### src/rtl/countdown_sequencer.sv
// Countdown sequencer driving the seconds-tick divider: load/run/pause/cancel
// with an expiry pulse and a tick-counted alarm window.
module countdown_sequencer #(
   parameter int WIDTH       = 8,
   parameter int ALARM_TICKS = 4
) (
   input  logic             clock,
   input  logic             reset,
   input  logic             tick,
   input  logic             start,
   input  logic             pause,
   input  logic             cancel,
   input  logic [WIDTH-1:0] load_value,
   output logic             divider_reset,
   output logic [WIDTH-1:0] remaining,
   output logic             busy,
   output logic             expired,
   output logic             alarm,
   output logic [1:0]       state
);

   localparam int AW = (ALARM_TICKS < 1) ? 1 : $clog2(ALARM_TICKS + 1);

   typedef enum logic [1:0] {
      IDLE   = 2'd0,
      RUN    = 2'd1,
      PAUSED = 2'd2,
      ALARM  = 2'd3
   } state_t;

   state_t           state_q, state_d;
   logic [WIDTH-1:0] remaining_q, remaining_d;
   logic [AW-1:0]    acnt_q, acnt_d;
   logic             divrst_q, divrst_d;
   logic             expired_q, expired_d;
   logic             busy_q, alarm_q;

   always_ff @(posedge clock or negedge reset) begin
      if (!reset) begin
         state_q     <= IDLE;
         remaining_q <= '0;
         acnt_q      <= '0;
         divrst_q    <= 1'b0;
         expired_q   <= 1'b0;
         busy_q      <= 1'b0;
         alarm_q     <= 1'b0;
      end else begin
         state_q     <= state_d;
         remaining_q <= remaining_d;
         acnt_q      <= acnt_d;
         divrst_q    <= divrst_d;
         expired_q   <= expired_d;
         busy_q      <= (state_d == RUN) || (state_d == PAUSED);
         alarm_q     <= (state_d == ALARM);
      end
   end

   always_comb begin
      state_d     = state_q;
      remaining_d = remaining_q;
      acnt_d      = acnt_q;
      divrst_d    = 1'b0;
      expired_d   = 1'b0;

      if (cancel) begin
         state_d     = IDLE;
         remaining_d = '0;
         acnt_d      = '0;
      end else if (start) begin
         if (load_value != '0) begin
            state_d     = RUN;
            remaining_d = load_value;
            divrst_d    = 1'b1;
         end else begin
            state_d     = ALARM;
            remaining_d = '0;
            expired_d   = 1'b1;
            acnt_d      = AW'(ALARM_TICKS);
         end
      end else begin
         unique case (state_q)
            IDLE: ;
            RUN: begin
               if (pause) begin
                  state_d = PAUSED;
               end else if (tick) begin
                  if (remaining_q > WIDTH'(1)) begin
                     remaining_d = remaining_q - WIDTH'(1);
                  end else if (remaining_q == WIDTH'(1)) begin
                     remaining_d = '0;
                     expired_d   = 1'b1;
                     state_d     = ALARM;
                     acnt_d      = AW'(ALARM_TICKS);
                  end
               end
            end
            // Resuming restarts the divider so the next tick is a full period away
            PAUSED: begin
               if (!pause) begin
                  state_d  = RUN;
                  divrst_d = 1'b1;
               end
            end
            ALARM: begin
               if (ALARM_TICKS == 0) begin
                  state_d = IDLE;
               end else if (tick) begin
                  if (acnt_q <= AW'(1)) begin
                     acnt_d  = '0;
                     state_d = IDLE;
                  end else begin
                     acnt_d = acnt_q - AW'(1);
                  end
               end
            end
            default: state_d = IDLE;
         endcase
      end
   end

   assign divider_reset = divrst_q;
   assign remaining     = remaining_q;
   assign busy          = busy_q;
   assign expired       = expired_q;
   assign alarm         = alarm_q;
   assign state         = state_q;

endmodule

### config.mk
export PLATFORM = sky130hd
export DESIGN_NAME = countdown_sequencer
export DESIGN_NICKNAME = d
export VERILOG_FILES = /design/src/rtl/countdown_sequencer.sv
export SDC_FILE = /design/constraint.sdc
export NUM_CORES = 1
export LEC_CHECK = 0
export ABC_CLOCK_PERIOD_IN_PS = 6150
export CAP_MARGIN = 20
export CORE_UTILIZATION = 45
export DETAILED_ROUTE_END_ITERATION = 8
export GPL_TIMING_DRIVEN = 0
export PLACE_DENSITY = 0.74
export SLEW_MARGIN = 10
export SYNTH_ARGS = -nofsm -noshare
export SYNTH_HDL_FRONTEND = slang
export SYNTH_SLANG_ARGS = --single-unit
### constraint.sdc
create_clock -name clock -period 6.15 [get_ports clock]
set_clock_uncertainty 0.1 [all_clocks]
set_input_delay 1.23 -clock clock [delete_from_list [all_inputs] [get_ports clock]]
set_output_delay 1.23 -clock clock [all_outputs]
set_load 0.1 [all_outputs]
==> impl_metrics.csv <==
group,metric,value,unit
outcome,status,"finished, final reports clean",
logic_synthesis,avgSynthCellArea,8.994,sq um
route,first_pass_iters,4,
setup_path,critical_path_arrival,2050,ps
place,gp_congestion,0.8316,
logic_synthesis,synth-xor-area-share,0.7982,%
logic_synthesis,synth_area_leaders,"dfrtp_1 39%, ha_1 5.7%, nor2_1 5.1%, a21oi_1 4.6%, nand2_1 3.4%",
setup_path,crit_slowest_cell,"clkdlybuf4s50_1",
power_and_ir_drop,powerDensity,247.9,nW/um^2
clock_tree,clock_sinks,17,
clock_tree,clk_latency,290,ps
logic_synthesis,async_flop_share,100.0,%
setup_path,startpoint_type,"flop",
finish,final_cell_area,1419,sq um
route,drc,0,
logic_synthesis,muxShareOfSynthArea,0.9122,%
power_and_ir_drop,power.leakage,0.0005976,uW
route,ant_nets,0,
power_and_ir_drop,total_power,351.8,uW
logic_synthesis,ys_warn_count,0,
setup_path,cpPeakStageDelay,1200,ps
logic_synthesis,netlist.area_leader.share,38.77,%
global_route,grt_use_total,23.24,%
global_route,grt_max_degree,18,
setup_path,cp.depth,1,
logic_synthesis,seq_area_frac_synth,38.77,%
setup_path,crit_end,"remaining[2]",
setup_path,path_buf_inv,1,
setup_path,regToRegEndpoint,"remaining[3]",
clock_tree,clock_path_buffers,2,
route,avgRoutedWirePerCell,14.51,um
route,detailroute.via_count,1017,
clock_tree,post-cts-setup-buffer-count,0,
global_route,grt_pass1_wl,4.450,mm
setup_path,crit_type,"reg2out",
finish,syn_to_final_growth,29.30,%
logic_synthesis,syn_area,1097,sq um
clock_tree,h-tree-depth,1,
run,maxCapViolations,0,
logic_synthesis,synthFlopType,"dfrtp_1",
route,drt_iter0_drc,27,
sta,worst_pin_slew,973.5,ps
floorplanning,num_rows,17,
logic_synthesis,synth-seq-cells,17,
setup_path,critPathLaunch,"remaining[2]",
floorplanning,core-area,2255,sq um
floorplanning,die_area,2640,sq um
setup_path,cp-end-kind,"primary output",
finish,drive_gt1_share,9.211,%
sta,setup_tns,0,ps
floorplanning,die_y,51.38,um
global_route,grt.overflow.total,0,
sta,setup_slack,2772,ps
finish,n_antenna_cell,0,
sta,hold_ws,455.5,ps
sta,max_freq,296.0,MHz
global_route,grt_antenna_before_repair,0,
logic_synthesis,syn_inst,122,
place,dp_hpwl,1.967,mm
logic_synthesis,synth-edff-count,0,
sta,slew_headroom,34.90,%
sta,hold_viol,0,
route,vias_per_cell,5.650,
clock_tree,cts_resized,0,
power_and_ir_drop,ir_worst_vdd,166.2,uV
clock_tree,postCtsHoldBufs,0,
sta,min_period,3378,ps
setup_path,crit_fanout,9,
route,wirelength,2.611,mm
clock_tree,cts_buffers,3,
floorplanning,io-pin-count,28,
logic_synthesis,synth_top_family_by_area,"simple AND/OR/NAND/NOR gates",
logic_synthesis,synth_compound_area_share,23.15,%
setup_path,critPathTopFamily,"buffers and inverters",
logic_synthesis,synthSimpleGateAreaFrac,25.66,%
sta,grt_setup_unrepaired,"no",
clock_tree,path_clk_slew,100,ps
sta,maxSlewViolCount,0,
global_route,grt_pass1_vias,991,
floorplanning,start_util,48.67,%
setup_path,rrSetupSlack,3970,ps
logic_synthesis,synth_nets,141,
clock_tree,root_buffer,"clkbuf_4",
logic_synthesis,synth_fa_ha_area_share,5.701,%
logic_synthesis,yosys-top-cells-count,"17 x dfrtp_1, 15 x nor2_1, 10 x a21oi_1, 10 x nand2_1, 7 x o21ai_0",
worst_hold_path,hold_class,"reg2reg",
place,dp_slack,2806,ps
finish,fin_nets,172,
sta,finalSetupViolCount,0,
setup_path,crit_chain,"clkdlybuf4s50_1",
clock_tree,cts_tree,"done",
logic_synthesis,synth.most_common_cell,"dfrtp_1",
setup_path,r2r_cells,5,
logic_synthesis,synth_cell_types,42,
floorplanning,die_w,51.38,um
place,io_buffers,26,
place,dpl_cell_area,1393,sq um
logic_synthesis,synth_top_area_cell,"dfrtp_1",
setup_path,r2r_start,"remaining[4]",
sta,period_share,54.93,%
setup_path,critPathRequiredTime,4820,ps
flip-flops by register name, summed over array words and instances, names as in the netlist:
signal	count
busy	1
state	2
expired	1
remaining	8
alarm	1
divider_reset	1
acnt_q	3
per-layer routing:
metal / up-vias / share of wire, % / track usage, %
met5: - / 0 / 0
met4: 0 / 1.7 / 9.009
met3: 6 / 5.0 / 4.762
met2: 35 / 48 / 38.10
met1: 465 / 45 / 29.68
li1: 511 / - / -
worst min-delay path by stage:
stage              start   endpoint  slack, ps  cells past startpoint
6_report       acnt_q[2]  acnt_q[2]        460                      1
5_1_grt        acnt_q[2]  acnt_q[2]        500                      1
4_1_cts        acnt_q[1]  acnt_q[1]        460                      2
3_5_place_dp   acnt_q[1]  acnt_q[1]        430                      2
3_3_place_gp   acnt_q[1]  acnt_q[1]        390                      2
2_1_floorplan  acnt_q[1]  acnt_q[1]        370                      2
kinds of logic after synthesis:
logic type      Yosys count
simple gates             53
compound gates           36
flops                    17
buf+inv                   9
fa+ha+maj                 5
xor+xnor                  1
mux                       1
cell type report:
type                       count  area [sq um]
sequential                    17         425.4
fill                         222         835.8
inverter                       5         18.77
clock buffer                   4         26.28
tap                           28         35.03
multi-input combinational     96         616.8
timing repair buffer          26         260.3
buffer                         4         36.28
where the power goes:
part           total (uW)  switching [uW]  internal, uW  leakage, uW
Clock                60.7            35.5          25.2    0.0000150
Combinational         156             109          47.0     0.000360
Sequential            135            13.7           121     0.000223
Total                 352             158           194     0.000598
per-stage QoR:
step	std cells	util (%)
final	180	62.93
after global routing	180	62.93
after CTS	180	62.93
after detailed placement	176	61.76
after global placement	176	61.76
after floorplan	122	-
layout by cell type, fill, tap and decap left out, drive strengths merged:
master and n:
a22oi 1, clkbuf 6, a311oi 1, ha 5, and4bb 1, nor3 6, a311o 1, a31oi 1
o31ai 2, o21ai 9, dfrtp 17, mux2i 1, o21ba 1, or2 1, a21o 2, nand2 10
o21a 1, or4 2, a21bo 1, clkdlybuf4s50 26, inv 5, o41ai 1, nand3 2, xnor2 1
o2bb2ai 2, a211o 1, a21oi 10, nor4 4, and2 1, nand4 1, nor2b 4, or3 2
a211oi 2, buf 2, or4b 1, and4 2, nor2 16
Power figures use the tool's default switching activity.
